[src/rtl/cd_export_arbiter_if.sv]
//------------------------------------------------------------------------------
// Module   : cd_export_arbiter_if
// Brief    : Requester handshake plus outbound toggle req/ack channel bundle.
// Revision : 1.0 - initial release
//------------------------------------------------------------------------------
`default_nettype none

interface cd_export_arbiter_if #(
   parameter int pBits  = 8,
   parameter int pPorts = 4
);
   localparam int IDXW = (pPorts > 1) ? $clog2(pPorts) : 1;

   logic [pPorts-1:0]       in_valid;
   logic [pPorts-1:0]       in_ready;
   logic [pPorts*pBits-1:0] in_data;
   logic                    cd_req;
   logic [IDXW+pBits-1:0]   cd_data;
   logic                    cd_ack;
   logic                    busy;
   logic [IDXW-1:0]         grant_idx;

   // Arbiter side
   modport slave (
      input  in_valid, in_data, cd_ack,
      output in_ready, cd_req, cd_data, busy, grant_idx
   );

   // Requesters plus remote importer side
   modport master (
      output in_valid, in_data, cd_ack,
      input  in_ready, cd_req, cd_data, busy, grant_idx
   );
endinterface

`default_nettype wire

[src/rtl/cd_export_arbiter.sv]
//------------------------------------------------------------------------------
// Module   : cd_export_arbiter
// Brief    : Round-robin arbiter sharing one toggle req/ack CDC export channel.
//            Define CD_ARB_FIXED_PRIO_EN for lowest-index-wins arbitration.
// Revision : 1.0 - initial release
//------------------------------------------------------------------------------
`default_nettype none

module cd_export_arbiter #(
   parameter int pBits  = 8,
   parameter int pPorts = 4
) (
   input  wire logic         clk,
   input  wire logic         rst_n,
   cd_export_arbiter_if.slave bus
);
   localparam int IDXW = (pPorts > 1) ? $clog2(pPorts) : 1;

   localparam logic [IDXW:0]   c_ports = (IDXW+1)'(pPorts);
   localparam logic [IDXW-1:0] c_last  = IDXW'(pPorts - 1);

   typedef enum logic [0:0] {
      ST_IDLE = 1'b0,
      ST_WAIT = 1'b1
   } state_t;

   state_t                r_state;
   logic                  r_ack_meta;
   logic                  r_ack_sync;
   logic                  r_cd_req;
   logic [IDXW+pBits-1:0] r_cd_data;
   logic [IDXW-1:0]       r_grant_idx;
   logic [IDXW-1:0]       r_ptr;
   logic                  r_busy;

   logic                  w_found;
   logic [IDXW-1:0]       w_winner;
   logic [IDXW:0]         w_sum;
   logic [IDXW-1:0]       w_idx;
   logic [IDXW-1:0]       w_next_ptr;
   logic [pPorts-1:0]     w_ready;

   // Scan from the pointer upward; descending loop so the nearest hit wins.
   always_comb begin
      w_found  = 1'b0;
      w_winner = '0;
      w_sum    = '0;
      w_idx    = '0;
      for (int k = pPorts - 1; k >= 0; k--) begin
         w_sum = {1'b0, r_ptr} + (IDXW+1)'(k);
         if (w_sum >= c_ports) begin
            w_sum = w_sum - c_ports;
         end
         w_idx = w_sum[IDXW-1:0];
         if (bus.in_valid[w_idx]) begin
            w_found  = 1'b1;
            w_winner = w_idx;
         end
      end
   end

   assign w_next_ptr = (w_winner == c_last) ? '0 : w_winner + 1'b1;

   // Grant is gated by rst_n so it drops the instant reset asserts.
   for (genvar gi = 0; gi < pPorts; gi++) begin : g_ready
      assign w_ready[gi] = rst_n && (r_state == ST_IDLE) && w_found &&
                           (w_winner == IDXW'(gi));
   end

   always_ff @(posedge clk or negedge rst_n) begin
      if (!rst_n) begin
         r_state     <= ST_IDLE;
         r_ack_meta  <= 1'b0;
         r_ack_sync  <= 1'b0;
         r_cd_req    <= 1'b0;
         r_cd_data   <= '0;
         r_grant_idx <= '0;
         r_ptr       <= '0;
         r_busy      <= 1'b0;
      end else begin
         r_ack_meta <= bus.cd_ack;
         r_ack_sync <= r_ack_meta;
         case (r_state)
            ST_IDLE: begin
               if (w_found) begin
                  r_cd_data   <= {w_winner, bus.in_data[w_winner*pBits +: pBits]};
                  r_cd_req    <= ~r_cd_req;
                  r_grant_idx <= w_winner;
`ifdef CD_ARB_FIXED_PRIO_EN
                  r_ptr       <= '0;
`else
                  r_ptr       <= w_next_ptr;
`endif
                  r_busy      <= 1'b1;
                  r_state     <= ST_WAIT;
               end
            end
            ST_WAIT: begin
               if (r_ack_sync == r_cd_req) begin
                  r_busy  <= 1'b0;
                  r_state <= ST_IDLE;
               end
            end
            default: begin
               r_busy  <= 1'b0;
               r_state <= ST_IDLE;
            end
         endcase
      end
   end

   assign bus.in_ready  = w_ready;
   assign bus.cd_req    = r_cd_req;
   assign bus.cd_data   = r_cd_data;
   assign bus.busy      = r_busy;
   assign bus.grant_idx = r_grant_idx;

endmodule

`default_nettype wire
[src/flat_wrapper.sv]
// flat-port wrapper written by rule: the top's interface ports become plain ports
module cd_export_arbiter_flat 
#(
   parameter int pBits  = 8,
   parameter int pPorts = 4
)
  (clk, rst_n, bus_in_valid, bus_in_data, bus_cd_ack, bus_in_ready, bus_cd_req, bus_cd_data, bus_busy, bus_grant_idx);
  cd_export_arbiter_if #(.pBits(pBits), .pPorts(pPorts)) bus_i ();
  input  wire logic clk;
  input  wire logic rst_n;
  input wire logic [$bits(bus_i.in_valid)-1:0] bus_in_valid;
  input wire logic [$bits(bus_i.in_data)-1:0] bus_in_data;
  input wire logic [$bits(bus_i.cd_ack)-1:0] bus_cd_ack;
  output wire logic [$bits(bus_i.in_ready)-1:0] bus_in_ready;
  output wire logic [$bits(bus_i.cd_req)-1:0] bus_cd_req;
  output wire logic [$bits(bus_i.cd_data)-1:0] bus_cd_data;
  output wire logic [$bits(bus_i.busy)-1:0] bus_busy;
  output wire logic [$bits(bus_i.grant_idx)-1:0] bus_grant_idx;
  assign bus_i.in_valid = bus_in_valid;
  assign bus_i.in_data = bus_in_data;
  assign bus_i.cd_ack = bus_cd_ack;
  assign bus_in_ready = bus_i.in_ready;
  assign bus_cd_req = bus_i.cd_req;
  assign bus_cd_data = bus_i.cd_data;
  assign bus_busy = bus_i.busy;
  assign bus_grant_idx = bus_i.grant_idx;
  cd_export_arbiter #(.pBits(pBits), .pPorts(pPorts)) u_core (.clk(clk), .rst_n(rst_n), .bus(bus_i));
endmodule
[config.mk]
export PLATFORM = sky130hd
export DESIGN_NAME = cd_export_arbiter_flat
export DESIGN_NICKNAME = d
export VERILOG_FILES = /design/src/rtl/cd_export_arbiter_if.sv /design/src/rtl/cd_export_arbiter.sv /design/src/flat_wrapper.sv
export SDC_FILE = /design/constraint.sdc
export NUM_CORES = 1
export LEC_CHECK = 0
export CAP_MARGIN = 20
export CELL_PAD_IN_SITES_DETAIL_PLACEMENT = 1
export CELL_PAD_IN_SITES_GLOBAL_PLACEMENT = 1
export CORE_MARGIN = 2
export CORE_UTILIZATION = 30
export CTS_CLUSTER_SIZE = 12
export DETAILED_ROUTE_END_ITERATION = 10
export PLACE_DENSITY_LB_ADDON = 0.15
export SKIP_CTS_REPAIR_TIMING = 1
export SLEW_MARGIN = 15
export SYNTH_ARGS = -nofsm -noshare
export SYNTH_HDL_FRONTEND = slang
export SYNTH_SLANG_ARGS = --single-unit
[constraint.sdc]
create_clock -name clk -period 5.4 [get_ports clk]
set_input_delay 1.62 -clock clk [delete_from_list [all_inputs] [get_ports clk]]
set_output_delay 1.62 -clock clk [all_outputs]
set_load 0.01 [all_outputs]
======== Word-level counts from Yosys, hierarchy flattened ========
Cells that the tools add are included.
storage, ports and cells
  register bits after elaboration ......... 19
  bits of input ports ..................... 39
  output and inout bits ................... 18
operators by class
  add/subtract/negate cells ............... 8
  magnitude comparators ................... 8
  equal/unequal tests ..................... 6
  shift-type cells ........................ 1
  mux-type cells .......................... 27
  bitwise logic cells ..................... 2
  reductions and logical operators ........ 9
operators by type and width
  operator               number
  $shiftx A32 B6 Y8      1
  $mux W2                9
  $lt A2 B3 Y1 const B   4
  $mux W1                12
  $ge A3 B3 Y1 const B   3
  $bmux W1 S2            4
  $sub A2 B1 Y2 const B  4
  $add A2 B2 Y3 const B  2
  $logic_and A1 B1 Y1    6
  $eq A2 B2 Y1 const B   2
  $pmux W1 S2            2
  $reduce_and A2 Y1      2
  $add A2 B1 Y3 const B  1
  $ge A2 B3 Y1 const B   1
  $add A2 B1 Y2 const B  1
  $eq A2 B1 Y1 const B   1
  $logic_not A2 Y1       1
  $ne A2 B1 Y1 const B   1
  $ne A2 B2 Y1 const B   1
  $not A1 Y1             2
  $eq A1 B1 Y1           1

======== Logic depth before layout (Yosys ltp) ========
Gate-level depths: netlist of run 1.
  depth in word-level cells ............... 11
  gate-level depth with buffers ........... 7
  depth with buffers taken out ............ 6

======== Worst setup path after synthesis of run 1 ========
No wires, ideal clock.
  path kind ............................... input-to-output
  start ................................... input bus_in_valid[0]
  end ..................................... output bus_in_ready[2]
  data arrival time ....................... 2.776 ns
  required time ........................... 3.780 ns
  path slack .............................. 1.004 ns
  cell stages on the path ................. 7
  path buffers ............................ 1
  path through ............................ nor2b_1 -> a22oi_2 -> and2_4 -> inv_6 -> buf_8 -> ha_1 -> and3_1
on the way
  longest elaborated chain between the ends .. 8
  elaborated cells on any way between the ends .. 19
  those cells by class .................... eq/ne: 1; mux: 16; reduce/logical: 2
RTL lines
  what                                                 line                                              source
  start: declaration                                   flat_wrapper.sv:11                                input wire logic [$bits(bus_i.in_valid)-1:0] bus_in_valid;
  $bmux W1 S2                                          cd_export_arbiter.sv:55                           if (bus.in_valid[w_idx]) begin
  $mux W1 (implied by the code)                        cd_export_arbiter.sv:55
  $mux W2 or $mux W1 (tied branches) (4 in series)     cd_export_arbiter.sv:55
  $eq A2 B2 Y1 or $logic_and A1 B1 Y1 (tied branches)  cd_export_arbiter.sv:67, cd_export_arbiter.sv:66
  $logic_and A1 B1 Y1 (*)                              cd_export_arbiter.sv:66                           assign w_ready[gi] = rst_n && (r_state == ST_IDLE) && w_found &&
  end: declaration                                     flat_wrapper.sv:14                                output wire logic [$bits(bus_i.in_ready)-1:0] bus_in_ready;
Mark *: on every way between the ends. The rest lies on a longest branch, timed or not. The select of a mux whose other input is x is not followed.

======== Worst setup path in the final report of run 1 ========
Same ends and word-level chain as after synthesis.

==> results of run 1 <==
[layout make-up]
type / count / area share
tap: 46 / 0.0341
timing repair buffer: 62 / 0.359
multi-input combinational: 74 / 0.326
inverter: 5 / 0.0141
sequential: 17 / 0.252
clock buffer: 4 / 0.0156
[metal layers]
layer | routed length (um) | share of wire | GRT usage | vias up
li1 | - | - | - | 501
met2 | 1670 | 0.50 | 0.305 | 32
met1 | 1450 | 0.44 | 0.213 | 513
met5 | 0 | 0 | 0 | -
met3 | 187 | 0.056 | 0.0440 | 2
met4 | 15 | 0.0045 | 0.0326 | 0
[layout by cell type, fill, tap and decap left out, drive strengths merged, types with 2 or more instances in the layout]
| cell | n |
|---|---|
| a2111oi | 8 |
| a211oi | 8 |
| a21boi | 8 |
| buf | 6 |
| clkbuf | 4 |
| clkdlybuf4s50 | 56 |
| dfrtp | 17 |
| inv | 5 |
| mux2i | 9 |
| nand2 | 9 |
| nor2 | 11 |
| nor2b | 2 |
| nor3 | 3 |
| o21ai | 5 |
[power breakdown]
group | internal [mW] | total (mW) | switching (mW)
registers | 0.185 | 0.228 | 0.0422
logic | 0.225 | 0.456 | 0.231
clock network | 0.0288 | 0.0715 | 0.0428
total | 0.440 | 0.755 | 0.316
[logic make-up (layout without fill, tap and decap cells)]
| family | after synthesis | count (layout) | share of synthesized area |
|---|---|---|---|
| AO/OA/AOI/OAI | 33 | 33 | 0.277 |
| multiplexers | 9 | 9 | 0.0832 |
| AND/OR/NAND/NOR | 29 | 29 | 0.120 |
| flip-flops | 17 | 17 | 0.393 |
| XOR/XNOR | 2 | 2 | 0.0162 |
| adder cells (fa/ha/maj) | 1 | 1 | 0.0116 |
| buffers and inverters | 13 | 71 | 0.0983 |
[worst register-to-register path, cell delays in order (launching register included)]
cell and delay, ns:
sky130_fd_sc_hd__dfrtp_1 0.41, sky130_fd_sc_hd__or2_1 0.52, sky130_fd_sc_hd__nor2_1 0.62, sky130_fd_sc_hd__a211oi_1 0.18
[flip-flops by register name, summed over array words and instances, names as in the netlist]
register,flops
u_core.r_ack_sync,1
u_core.bus.busy,1
u_core.r_state,1
u_core.bus.cd_data,8
u_core.bus.grant_idx,2
u_core.bus.cd_req,1
u_core.r_ack_meta,1
u_core.r_ptr,2
[metrics by stage]
stage	total power [mW]	hold WS, ns	cells
final	0.755	0.364	208
after global routing	0.819	0.371	208
after CTS	0.767	0.366	208
after detailed placement	0.692	0.340	204
after global placement	0.673	0.335	204
after floorplan	0.509	0.331	104
[how the worst min path moves through the flow]
stage,startpoint,end,slack (ns),depth (start not counted)
floorplan,u_core.r_ack_meta,u_core.r_ack_sync,0.33,0
global placement,u_core.r_ack_meta,u_core.r_ack_sync,0.34,0
detailed placement,u_core.r_ack_meta,u_core.r_ack_sync,0.34,0
CTS,u_core.r_ack_meta,u_core.r_ack_sync,0.37,0
global route,u_core.r_ack_meta,u_core.r_ack_sync,0.37,0
finish,u_core.r_ack_meta,u_core.r_ack_sync,0.36,0
==> report_table.html, run 1 <==
<table>
<tr><th>Metric</th><th>Value</th></tr>
<tr><th colspan="2">Critical path</th></tr>
<tr><td>Capturing element type of the critical path</td><td>output port</td></tr>
<tr><td>Slowest cell delay on critical path</td><td>0.53 ns</td></tr>
<tr><td>Cell with the biggest individual delay on the critical path</td><td>sky130_fd_sc_hd__clkdlybuf4s50_1</td></tr>
<tr><td>Worst Path Arrival</td><td>3.61 ns</td></tr>
<tr><td>Buf/Inv on CP</td><td>3</td></tr>
<tr><td>Kind of cell with the highest combined delay on the critical path</td><td>buffers and inverters</td></tr>
<tr><td>Launch point of the worst path</td><td>bus_in_valid[0]</td></tr>
<tr><td>Worst Path Max Fanout</td><td>12</td></tr>
<tr><td>Logic depth of the worst setup path including buffers</td><td>8</td></tr>
<tr><td>Worst-case reg-to-reg path depth</td><td>3</td></tr>
<tr><td>Internal reg-to-reg setup slack</td><td>3.52 ns</td></tr>
<tr><td>R2R Path End</td><td>u_core.bus.cd_data[5]</td></tr>
<tr><td>Dominant cell type by count on the critical path</td><td>sky130_fd_sc_hd__clkdlybuf4s50_1</td></tr>
<tr><td>Required time reported for the critical path endpoint</td><td>3.78 ns</td></tr>
<tr><td>Kind of critical path</td><td>primary input to output port</td></tr>
<tr><td>Category of the worst setup path launch point</td><td>primary input</td></tr>
<tr><td>Setup crit end</td><td>bus_in_ready[2]</td></tr>
<tr><td>Reg2reg start</td><td>u_core.r_state</td></tr>
<tr><td>Cell breakdown of the critical path</td><td>clkdlybuf4s50_1 -&gt; nor2b_1 -&gt; a22oi_2 -&gt; and2_4 -&gt; inv_6 -&gt; ha_1 -&gt; and3_1 -&gt; clkdlybuf4s50_1</td></tr>
<tr><th colspan="2">Power</th></tr>
<tr><td>Power per standard cell area</td><td>447 nW/um2</td></tr>
<tr><td>P_leak</td><td>0.670 nW</td></tr>
<tr><td>Peak supply drop</td><td>211 uV</td></tr>
<tr><th colspan="2">Yosys</th></tr>
<tr><td>Unique masters post-synth</td><td>29</td></tr>
<tr><td>Ys flop type</td><td>sky130_fd_sc_hd__dfrtp_1</td></tr>
<tr><td>Cell types occupying the most area after synthesis</td><td>sky130_fd_sc_hd__dfrtp_1, sky130_fd_sc_hd__a2111oi_2, sky130_fd_sc_hd__mux2i_1, sky130_fd_sc_hd__a211oi_1, sky130_fd_sc_hd__a21boi_0</td></tr>
<tr><td>Fraction of synthesis flops using an asynchronous set or reset pin</td><td>1.00</td></tr>
<tr><td>Yosys top cell by area</td><td>sky130_fd_sc_hd__dfrtp_1</td></tr>
<tr><td>Synth warn</td><td>0</td></tr>
<tr><td>Count leader, synth</td><td>sky130_fd_sc_hd__dfrtp_1</td></tr>
<tr><td>Synthesized area</td><td>1080 um2</td></tr>
<tr><td>Avg Cell Area, Syn</td><td>10.4 um2</td></tr>
<tr><td>Area share of the leading cell type in the synthesized netlist</td><td>0.393</td></tr>
<tr><td>Cell count after synthesis</td><td>104</td></tr>
<tr><td>Synthesized flop and latch total</td><td>17</td></tr>
<tr><td>Most common library cells after synthesis</td><td>sky130_fd_sc_hd__dfrtp_1, sky130_fd_sc_hd__nor2_1, sky130_fd_sc_hd__mux2i_1, sky130_fd_sc_hd__nand2_1</td></tr>
<tr><td>Part of the Yosys area used for sequential elements</td><td>0.393</td></tr>
<tr><td>EDFF count, synth</td><td>0</td></tr>
<tr><td>Number of nets produced by synthesis</td><td>144</td></tr>
<tr><th colspan="2">Layout</th></tr>
<tr><td>Non-Filler Cell Area, Final</td><td>1690 um2</td></tr>
<tr><td>Antenna cells</td><td>0</td></tr>
<tr><td>Number of nets in the layout</td><td>203</td></tr>
<tr><td>Area overhead of the layout relative to synthesis</td><td>56.1%</td></tr>
<tr><td>Fill cell total of the finished layout</td><td>384</td></tr>
<tr><td>Share of the core filled with cells in the final layout</td><td>0.498</td></tr>
<tr><td>Proportion of layout cells with a drive suffix above 1</td><td>0.123</td></tr>
<tr><td>Storage element area</td><td>425 um2</td></tr>
<tr><td>Area used by multi-input combinational logic</td><td>551 um2</td></tr>
<tr><th colspan="2">STA</th></tr>
<tr><td>Final period util</td><td>0.969</td></tr>
<tr><td>Setup repair after global routing missed its margin</td><td>no</td></tr>
<tr><td>Worst slew margin relative to its limit</td><td>0.474</td></tr>
<tr><td>Pins over their slew limit</td><td>0</td></tr>
<tr><td>Minimum period implied by the final worst setup slack</td><td>5.23 ns</td></tr>
<tr><td>Highest clock frequency the design can meet</td><td>0.191 GHz</td></tr>
<tr><td>Slew at the pin closest to its max-slew limit</td><td>0.790 ns</td></tr>
<tr><td>Total Neg Setup Slack</td><td>0 ns</td></tr>
<tr><td>Final Worst Setup Slack</td><td>0.167 ns</td></tr>
<tr><td>Number of hold violations in the final report</td><td>0</td></tr>
<tr><td>Total of endpoints with negative setup slack in the final report</td><td>0</td></tr>
<tr><td>Layout Skew</td><td>0.00408 ns</td></tr>
<tr><th colspan="2">Route</th></tr>
<tr><td>TritonRoute pass-1 iters</td><td>2</td></tr>
<tr><td>Total wire length</td><td>3.32 mm</td></tr>
<tr><td>Routed wire length per instance</td><td>16.0 um</td></tr>
<tr><td>Via density</td><td>5.04</td></tr>
<tr><td>Number of vias after detailed routing</td><td>1048</td></tr>
<tr><td>Detailed Route Iter0 Violations</td><td>45</td></tr>
<tr><td>Number of routed nets with antenna violations</td><td>0</td></tr>
<tr><td>Drc violations</td><td>0</td></tr>
<tr><th colspan="2">Global route</th></tr>
<tr><td>Global router's overall resource usage</td><td>0.173</td></tr>
<tr><td>Remaining global-route overflow</td><td>0</td></tr>
<tr><td>Maximum number of pins on one net before global-route repair</td><td>19</td></tr>
<tr><td>Antenna violations before repair</td><td>0</td></tr>
<tr><td>Wire length of the first global-routing pass</td><td>5.60 mm</td></tr>
<tr><td>Number of global-route vias before repair</td><td>1137</td></tr>
<tr><th colspan="2">Clock tree</th></tr>
<tr><td>Number of clock sinks</td><td>17</td></tr>
<tr><td>Maximum number of buffers from clock root to sink</td><td>2</td></tr>
<tr><td>Level count of the clock H-tree</td><td>1</td></tr>
<tr><td>Clock slew at reported path FFs</td><td>0.10 ns</td></tr>
<tr><td>Insertion delay of the later-clocked pin in the worst-skew pair</td><td>0.30 ns</td></tr>
<tr><td>Buffer type at the clock tree root</td><td>sky130_fd_sc_hd__clkbuf_4</td></tr>
<tr><td>Clock buffers created by TritonCTS</td><td>3</td></tr>
<tr><td>CTS tree</td><td>done</td></tr>
<tr><th colspan="2">Place</th></tr>
<tr><td>Post-placement worst setup slack</td><td>0.150 ns</td></tr>
<tr><td>Half-perimeter wire length after placement</td><td>2.61 mm</td></tr>
<tr><td>Instance area at placement</td><td>1660 um2</td></tr>
<tr><td>Routability cong.</td><td>0.751</td></tr>
<tr><td>Number of buffers inserted by port buffering</td><td>56</td></tr>
<tr><th colspan="2">Status</th></tr>
<tr><td>Status</td><td>complete, no violations</td></tr>
<tr><th colspan="2">Floorplan</th></tr>
<tr><td>Die span in x</td><td>64.1 um</td></tr>
<tr><td>Std-Cell Core Area</td><td>3390 um2</td></tr>
<tr><td>Floorplan row count</td><td>21</td></tr>
<tr><td>Vertical die dimension</td><td>64.1 um</td></tr>
<tr><td>Ports</td><td>57</td></tr>
<tr><td>Initial core utilization</td><td>0.319</td></tr>
<tr><td>Full die area</td><td>4100 um2</td></tr>
<tr><th colspan="2">Min path</th></tr>
<tr><td>Class of the tightest hold or removal check</td><td>flip-flop to flip-flop</td></tr>
<tr><th colspan="2">Job</th></tr>
<tr><td>Number of max-cap violations</td><td>0</td></tr>
</table>
Power figures use the tool's default switching activity.
==> inputs of run 2 (changes only) <==
--- a/config.mk
+++ b/config.mk
@@ -12,6 +12,7 @@
 export CORE_UTILIZATION = 30
 export CTS_CLUSTER_SIZE = 12
 export DETAILED_ROUTE_END_ITERATION = 10
+export GPL_TIMING_DRIVEN = 0
 export PLACE_DENSITY_LB_ADDON = 0.15
 export SKIP_CTS_REPAIR_TIMING = 1
 export SLEW_MARGIN = 15
==> run 2 against run 1 <==
  * Sequential power about the same
  * Sequential cell count unchanged
  * Clock skew about the same
  * Critical path type unchanged
  * Critical endpoint is now bus_in_ready[3]
==> report_table.html, run 2 (synthesis results as in run 1) <==
<table>
<tr><th>Metric</th><th>Value</th></tr>
<tr><th colspan="2">Status</th></tr>
<tr><td>Status</td><td>complete, no violations</td></tr>
<tr><th colspan="2">Place</th></tr>
<tr><td>Post-placement worst setup slack</td><td>-0.189 ns</td></tr>
<tr><td>Half-perimeter wire length after placement</td><td>2.54 mm</td></tr>
<tr><td>Number of buffers inserted by port buffering</td><td>56</td></tr>
<tr><td>Routability cong.</td><td>0.707</td></tr>
<tr><th colspan="2">Layout</th></tr>
<tr><td>Top library cells by usage in the layout, fill and taps aside</td><td>sky130_fd_sc_hd__clkdlybuf4s50_1, sky130_fd_sc_hd__dfrtp_1, sky130_fd_sc_hd__nor2_1, sky130_fd_sc_hd__nand2_1, sky130_fd_sc_hd__mux2i_1</td></tr>
<tr><td>Most common cell after layout, fill and taps aside</td><td>sky130_fd_sc_hd__clkdlybuf4s50_1</td></tr>
<tr><td>Number of flip-flops in the largest register</td><td>8</td></tr>
<tr><td>Storage element area</td><td>425 um2</td></tr>
<tr><td>Area used by multi-input combinational logic</td><td>561 um2</td></tr>
<tr><td>Antenna cells</td><td>0</td></tr>
<tr><td>Number of nets in the layout</td><td>206</td></tr>
<tr><td>Area overhead of the layout relative to synthesis</td><td>62.1%</td></tr>
<tr><td>Fill cell total of the finished layout</td><td>385</td></tr>
<tr><td>Proportion of layout cells with a drive suffix above 1</td><td>0.145</td></tr>
<tr><th colspan="2">STA</th></tr>
<tr><td>Pins over their slew limit</td><td>0</td></tr>
<tr><td>Number of hold violations in the final report</td><td>0</td></tr>
<tr><td>Highest clock frequency the design can meet</td><td>0.189 GHz</td></tr>
<tr><td>Final period util</td><td>0.982</td></tr>
<tr><td>Total of endpoints with negative setup slack in the final report</td><td>0</td></tr>
<tr><td>Final Hold Slack</td><td>0.362 ns</td></tr>
<tr><td>Minimum period implied by the final worst setup slack</td><td>5.30 ns</td></tr>
<tr><td>Worst slew margin relative to its limit</td><td>0.448</td></tr>
<tr><td>Slew at the pin closest to its max-slew limit</td><td>0.826 ns</td></tr>
<tr><td>Final Worst Setup Slack</td><td>0.0975 ns</td></tr>
<tr><td>Layout Skew</td><td>0.00418 ns</td></tr>
<tr><th colspan="2">Power</th></tr>
<tr><td>Share of total power consumed by net switching</td><td>0.403</td></tr>
<tr><td>Power per standard cell area</td><td>447 nW/um2</td></tr>
<tr><td>Clock power share</td><td>0.088</td></tr>
<tr><td>P_leak</td><td>0.756 nW</td></tr>
<tr><td>Net switching power figure</td><td>316 uW</td></tr>
<tr><td>Peak supply drop</td><td>185 uV</td></tr>
<tr><td>Int Power</td><td>469 uW</td></tr>
<tr><td>Power share of the combinational group</td><td>0.622</td></tr>
<tr><td>Sequential power share</td><td>0.290</td></tr>
<tr><th colspan="2">Global route</th></tr>
<tr><td>Global router's overall resource usage</td><td>0.174</td></tr>
<tr><td>Maximum number of pins on one net before global-route repair</td><td>20</td></tr>
<tr><td>Remaining global-route overflow</td><td>0</td></tr>
<tr><td>Number of global-route vias before repair</td><td>1138</td></tr>
<tr><td>Antenna violations before repair</td><td>0</td></tr>
<tr><td>Wire length of the first global-routing pass</td><td>5.48 mm</td></tr>
<tr><th colspan="2">Route</th></tr>
<tr><td>Drc violations</td><td>0</td></tr>
<tr><td>Detailed Route Iter0 Violations</td><td>26</td></tr>
<tr><td>TritonRoute pass-1 iters</td><td>4</td></tr>
<tr><td>Via density</td><td>4.93</td></tr>
<tr><td>Routed wire length per instance</td><td>15.2 um</td></tr>
<tr><td>Number of vias after detailed routing</td><td>1040</td></tr>
<tr><td>Total wire length</td><td>3.22 mm</td></tr>
<tr><td>Number of routed nets with antenna violations</td><td>0</td></tr>
<tr><th colspan="2">Clock tree</th></tr>
<tr><td>Number of clock sinks</td><td>17</td></tr>
<tr><td>Buffer type at the clock tree root</td><td>sky130_fd_sc_hd__clkbuf_4</td></tr>
<tr><td>Clock slew at reported path FFs</td><td>0.09 ns</td></tr>
<tr><td>CTS tree</td><td>done</td></tr>
<tr><td>Clock buffers created by TritonCTS</td><td>3</td></tr>
<tr><td>Level count of the clock H-tree</td><td>1</td></tr>
<tr><td>Maximum number of buffers from clock root to sink</td><td>2</td></tr>
<tr><td>Insertion delay of the later-clocked pin in the worst-skew pair</td><td>0.30 ns</td></tr>
<tr><th colspan="2">Critical path</th></tr>
<tr><td>Worst Path Arrival</td><td>3.68 ns</td></tr>
<tr><td>Launch point of the worst path</td><td>bus_in_valid[0]</td></tr>
<tr><td>Reg2reg start</td><td>u_core.r_ptr[1]</td></tr>
<tr><td>Setup crit end</td><td>bus_in_ready[3]</td></tr>
<tr><td>R2R Path End</td><td>u_core.bus.cd_data[0]</td></tr>
<tr><td>Worst Path Max Fanout</td><td>10</td></tr>
<tr><td>Category of the worst setup path launch point</td><td>primary input</td></tr>
<tr><td>Capturing element type of the critical path</td><td>output port</td></tr>
<tr><td>Worst-case reg-to-reg path depth</td><td>6</td></tr>
<tr><td>Internal reg-to-reg setup slack</td><td>3.57 ns</td></tr>
<tr><td>Required time reported for the critical path endpoint</td><td>3.78 ns</td></tr>
<tr><td>Kind of critical path</td><td>primary input to output port</td></tr>
<tr><th colspan="2">Job</th></tr>
<tr><td>Number of max-cap violations</td><td>0</td></tr>
<tr><th colspan="2">Floorplan</th></tr>
<tr><td>Floorplan row count</td><td>21</td></tr>
<tr><td>Full die area</td><td>4100 um2</td></tr>
<tr><td>Vertical die dimension</td><td>64.1 um</td></tr>
<tr><td>Std-Cell Core Area</td><td>3390 um2</td></tr>
<tr><td>Die span in x</td><td>64.1 um</td></tr>
<tr><td>Initial core utilization</td><td>0.319</td></tr>
<tr><td>Ports</td><td>57</td></tr>
<tr><th colspan="2">Min path</th></tr>
<tr><td>Class of the tightest hold or removal check</td><td>flip-flop to flip-flop</td></tr>
</table>
[run 2: critical path, stage by stage]
cell                              delay (ns)
sky130_fd_sc_hd__clkdlybuf4s50_1        0.46
sky130_fd_sc_hd__nor2b_2                0.19
sky130_fd_sc_hd__a22oi_2                0.24
sky130_fd_sc_hd__and2_4                 0.23
sky130_fd_sc_hd__inv_6                  0.04
sky130_fd_sc_hd__buf_8                  0.14
sky130_fd_sc_hd__nor3_1                 0.20
sky130_fd_sc_hd__clkdlybuf4s50_1        0.57
[run 2: layout make-up]
type                            instances  share of cell area
Clock buffer                            4              0.0150
Timing Repair Buffer                   57               0.330
Sequential cell                        17               0.243
Buffer                                  8              0.0471
Multi-Input combinational cell         74               0.320
Tap cell                               46              0.0328
Inverter                                5              0.0136
[run 2: through the flow]
stage,instances,total power [mW],util,area [um2],setup TNS (ns)
2_1_floorplan,104,0.509,-,1080,0
5_1_grt,211,0.854,0.518,1750,-0.00484
6_report,211,0.785,0.518,1750,0
4_1_cts,210,0.795,0.509,1730,-0.504
3_3_place_gp,206,0.703,0.502,1700,-0.101
3_5_place_dp,206,0.721,0.502,1700,-0.504
[run 2: worst min path at each step]
stage,from,end,slack (ns),cells after the start
CTS,u_core.r_ack_meta,u_core.r_ack_sync,0.37,0
floorplan,u_core.r_ack_meta,u_core.r_ack_sync,0.33,0
detailed placement,u_core.r_ack_meta,u_core.r_ack_sync,0.34,0
finish,u_core.r_ack_meta,u_core.r_ack_sync,0.36,0
global route,u_core.r_ack_meta,u_core.r_ack_sync,0.38,0
global placement,u_core.r_ack_meta,u_core.r_ack_sync,0.33,0
[run 2: power groups by stage]
stage | combinational, mW | clock (mW) | sequential (mW)
2_1_floorplan | 0.266 | 0 | 0.243
3_3_place_gp | 0.476 | 0 | 0.227
3_5_place_dp | 0.490 | 0 | 0.231
4_1_cts | 0.492 | 0.0743 | 0.228
5_1_grt | 0.537 | 0.0802 | 0.237
6_report | 0.488 | 0.0689 | 0.227
[run 2: per-layer routing]
metal	share of wire	wire (um)	GRT usage	vias to the layer above
met5	0	0	0	-
met2	0.53	1700	0.305	32
met1	0.40	1290	0.204	503
met3	0.052	166	0.0370	5
li1	-	-	-	500
met4	0.018	58	0.0734	0
==> inputs of run 3 (changes only) <==
--- a/config.mk
+++ b/config.mk
@@ -13,6 +13,7 @@
 export CTS_CLUSTER_SIZE = 12
 export DETAILED_ROUTE_END_ITERATION = 10
 export GPL_TIMING_DRIVEN = 0
+export HOLD_SLACK_MARGIN = 0.15
 export PLACE_DENSITY_LB_ADDON = 0.15
 export SKIP_CTS_REPAIR_TIMING = 1
 export SLEW_MARGIN = 15
==> constraint.sdc (replaced) <==
create_clock -name clk -period 6.4 [get_ports clk]
set_input_delay 1.92 -clock clk [delete_from_list [all_inputs] [get_ports clk]]
set_output_delay 1.92 -clock clk [all_outputs]
set_load 0.01 [all_outputs]
==> run 3 against run 2 <==
  * Clock skew hardly changed
  * Core utilization is 0.81 points lower
  * Die area stayed put
  * Sequential share of layout area is 0.39 points higher
  * First-iteration DRC count is 50% higher
  * Hold slack hardly changed
  * Largest cell class unchanged
  * Largest power group unchanged
==> report_table.html, run 3 (synthesis results as in run 1) <==
<table>
<tr><th>Metric</th><th>Value</th></tr>
<tr><th colspan="2">Power</th></tr>
<tr><td>Design Power</td><td>657 uW</td></tr>
<tr><td>P_leak</td><td>0.696 nW</td></tr>
<tr><td>Power per standard cell area</td><td>381 nW/um2</td></tr>
<tr><td>Peak supply drop</td><td>157 uV</td></tr>
<tr><th colspan="2">Critical path</th></tr>
<tr><td>R2R Path End</td><td>u_core.r_ptr[1]</td></tr>
<tr><td>Worst-case reg-to-reg path depth</td><td>7</td></tr>
<tr><td>Internal reg-to-reg setup slack</td><td>4.52 ns</td></tr>
<tr><td>Capturing element type of the critical path</td><td>output port</td></tr>
<tr><td>Reg2reg start</td><td>u_core.r_ptr[1]</td></tr>
<tr><td>Worst Path Arrival</td><td>4.22 ns</td></tr>
<tr><td>Required time reported for the critical path endpoint</td><td>4.48 ns</td></tr>
<tr><td>Worst Path Max Fanout</td><td>10</td></tr>
<tr><td>Category of the worst setup path launch point</td><td>primary input</td></tr>
<tr><td>Kind of critical path</td><td>primary input to output port</td></tr>
<tr><th colspan="2">Global route</th></tr>
<tr><td>Remaining global-route overflow</td><td>0</td></tr>
<tr><td>Wire length of the first global-routing pass</td><td>5.48 mm</td></tr>
<tr><td>Number of global-route vias before repair</td><td>1138</td></tr>
<tr><td>Antenna violations before repair</td><td>0</td></tr>
<tr><td>Maximum number of pins on one net before global-route repair</td><td>20</td></tr>
<tr><td>Global router's overall resource usage</td><td>0.174</td></tr>
<tr><th colspan="2">Route</th></tr>
<tr><td>Total wire length</td><td>3.19 mm</td></tr>
<tr><td>Met1 layer wirelength in the final routing</td><td>1.28 mm</td></tr>
<tr><td>Detailed Route Iter0 Violations</td><td>39</td></tr>
<tr><td>Via density</td><td>4.96</td></tr>
<tr><td>Topmost layer with routed signal wires</td><td>met4</td></tr>
<tr><td>Number of vias after detailed routing</td><td>1041</td></tr>
<tr><td>Sum of met3 wire segment lengths after detailed routing</td><td>178 um</td></tr>
<tr><td>Routed wire length per instance</td><td>15.2 um</td></tr>
<tr><td>Drc violations</td><td>0</td></tr>
<tr><td>TritonRoute pass-1 iters</td><td>4</td></tr>
<tr><td>Number of routed nets with antenna violations</td><td>0</td></tr>
<tr><td>Amount of wire on met2 after detailed routing</td><td>1.67 mm</td></tr>
<tr><th colspan="2">Floorplan</th></tr>
<tr><td>Initial core utilization</td><td>0.319</td></tr>
<tr><td>Ports</td><td>57</td></tr>
<tr><td>Die span in x</td><td>64.1 um</td></tr>
<tr><td>Std-Cell Core Area</td><td>3390 um2</td></tr>
<tr><td>Full die area</td><td>4100 um2</td></tr>
<tr><td>Floorplan row count</td><td>21</td></tr>
<tr><td>Vertical die dimension</td><td>64.1 um</td></tr>
<tr><th colspan="2">STA</th></tr>
<tr><td>Setup repair after global routing missed its margin</td><td>no</td></tr>
<tr><td>Highest clock frequency the design can meet</td><td>0.163 GHz</td></tr>
<tr><td>Layout Skew</td><td>0.00464 ns</td></tr>
<tr><td>Pins over their slew limit</td><td>0</td></tr>
<tr><td>Minimum period implied by the final worst setup slack</td><td>6.14 ns</td></tr>
<tr><td>Total Neg Setup Slack</td><td>0 ns</td></tr>
<tr><td>Final Worst Setup Slack</td><td>0.259 ns</td></tr>
<tr><td>Total of endpoints with negative setup slack in the final report</td><td>0</td></tr>
<tr><td>Number of hold violations in the final report</td><td>0</td></tr>
<tr><td>Slew at the pin closest to its max-slew limit</td><td>0.818 ns</td></tr>
<tr><td>Worst slew margin relative to its limit</td><td>0.453</td></tr>
<tr><td>Final period util</td><td>0.959</td></tr>
<tr><th colspan="2">Min path</th></tr>
<tr><td>Source of the worst hold timing path</td><td>u_core.r_ack_meta</td></tr>
<tr><td>Hold-critical path depth</td><td>0</td></tr>
<tr><td>Hold Path End</td><td>u_core.r_ack_sync</td></tr>
<tr><td>Class of the tightest hold or removal check</td><td>flip-flop to flip-flop</td></tr>
<tr><th colspan="2">Clock tree</th></tr>
<tr><td>Insertion delay of the later-clocked pin in the worst-skew pair</td><td>0.30 ns</td></tr>
<tr><td>Number of clock sinks</td><td>17</td></tr>
<tr><td>Maximum number of buffers from clock root to sink</td><td>2</td></tr>
<tr><td>Buffer type at the clock tree root</td><td>sky130_fd_sc_hd__clkbuf_4</td></tr>
<tr><td>Clock slew at reported path FFs</td><td>0.09 ns</td></tr>
<tr><td>CTS tree</td><td>done</td></tr>
<tr><td>Level count of the clock H-tree</td><td>1</td></tr>
<tr><td>Clock buffers created by TritonCTS</td><td>3</td></tr>
<tr><th colspan="2">Status</th></tr>
<tr><td>Status</td><td>complete, no violations</td></tr>
<tr><th colspan="2">Layout</th></tr>
<tr><td>Most common cell after layout, fill and taps aside</td><td>sky130_fd_sc_hd__clkdlybuf4s50_1</td></tr>
<tr><td>Number of nets in the layout</td><td>205</td></tr>
<tr><td>Proportion of layout cells with a drive suffix above 1</td><td>0.128</td></tr>
<tr><td>Antenna cells</td><td>0</td></tr>
<tr><td>Area overhead of the layout relative to synthesis</td><td>59.5%</td></tr>
<tr><td>Number of flip-flops in the largest register</td><td>8</td></tr>
<tr><td>Fill cell total of the finished layout</td><td>384</td></tr>
<tr><td>Area used by multi-input combinational logic</td><td>551 um2</td></tr>
<tr><td>Top library cells by usage in the layout, fill and taps aside</td><td>sky130_fd_sc_hd__clkdlybuf4s50_1, sky130_fd_sc_hd__dfrtp_1, sky130_fd_sc_hd__nor2_1, sky130_fd_sc_hd__nand2_1, sky130_fd_sc_hd__mux2i_1</td></tr>
<tr><td>Final non-filler cell total</td><td>210</td></tr>
<tr><td>Storage element area</td><td>425 um2</td></tr>
<tr><th colspan="2">Place</th></tr>
<tr><td>Number of buffers inserted by port buffering</td><td>56</td></tr>
<tr><td>Post-placement worst setup slack</td><td>0.211 ns</td></tr>
<tr><td>Total instance count after detailed placement</td><td>206</td></tr>
<tr><td>Half-perimeter wire length after placement</td><td>2.54 mm</td></tr>
<tr><td>Routability cong.</td><td>0.707</td></tr>
<tr><th colspan="2">Job</th></tr>
<tr><td>Number of max-cap violations</td><td>0</td></tr>
</table>
-- run 3: changes by cell type in the layout (fill, tap and decap cells not counted), sizes merged --
cell	previous run	this run
dlymetal6s2s	5	1
buf	7	6
clkdlybuf4s50	52	56
-- run 3: critical path: stages --
cell                              delay, ns
sky130_fd_sc_hd__clkdlybuf4s50_1       0.45
sky130_fd_sc_hd__nor2b_1               0.17
sky130_fd_sc_hd__a22oi_2               0.42
sky130_fd_sc_hd__and2_4                0.27
sky130_fd_sc_hd__inv_6                 0.04
sky130_fd_sc_hd__buf_8                 0.14
sky130_fd_sc_hd__ha_1                  0.17
sky130_fd_sc_hd__and3_1                0.16
sky130_fd_sc_hd__clkdlybuf4s50_1       0.48
-- run 3: routing by layer --
metal,track usage,up-vias
met2,0.305,34
met1,0.204,505
met3,0.0370,5
li1,-,497
met4,0.0734,0
met5,0,-
-- run 3: per-stage QoR --
step / hold slack [ns] / utilization / area [um2]
after floorplan: 0.331 / - / 1080
after global placement: 0.335 / 0.502 / 1700
after detailed placement: 0.344 / 0.502 / 1700
after CTS: 0.367 / 0.509 / 1730
after global routing: 0.377 / 0.509 / 1730
final: 0.362 / 0.509 / 1730
-- run 3: worst max path at each step --
stage | from | end | slack (ns) | depth (start not counted)
final | bus_in_valid[0] | bus_in_ready[2] | 0.26 | 9
after global routing | bus_in_valid[0] | bus_in_ready[2] | 0.15 | 9
after CTS | bus_in_valid[0] | bus_in_ready[2] | 0.21 | 9
after detailed placement | bus_in_valid[0] | bus_in_ready[2] | 0.21 | 9
after global placement | bus_in_valid[0] | bus_in_ready[2] | 0.32 | 9
after floorplan | bus_in_valid[0] | bus_in_ready[2] | 1.40 | 7
-- run 3: final cells by class --
type                    count  share of cell area
repair buffers             56               0.325
inverters                   5              0.0138
multi-input cells          74               0.319
flip-flops and latches     17               0.246
plain buffers               8              0.0478
well taps                  46              0.0333
clock buffers               4              0.0152
-- run 3: power breakdown --
group / switching, mW / internal, mW / total (mW)
combinational: 0.196 / 0.211 / 0.407
sequential: 0.0349 / 0.156 / 0.191
clock: 0.0340 / 0.0243 / 0.0583
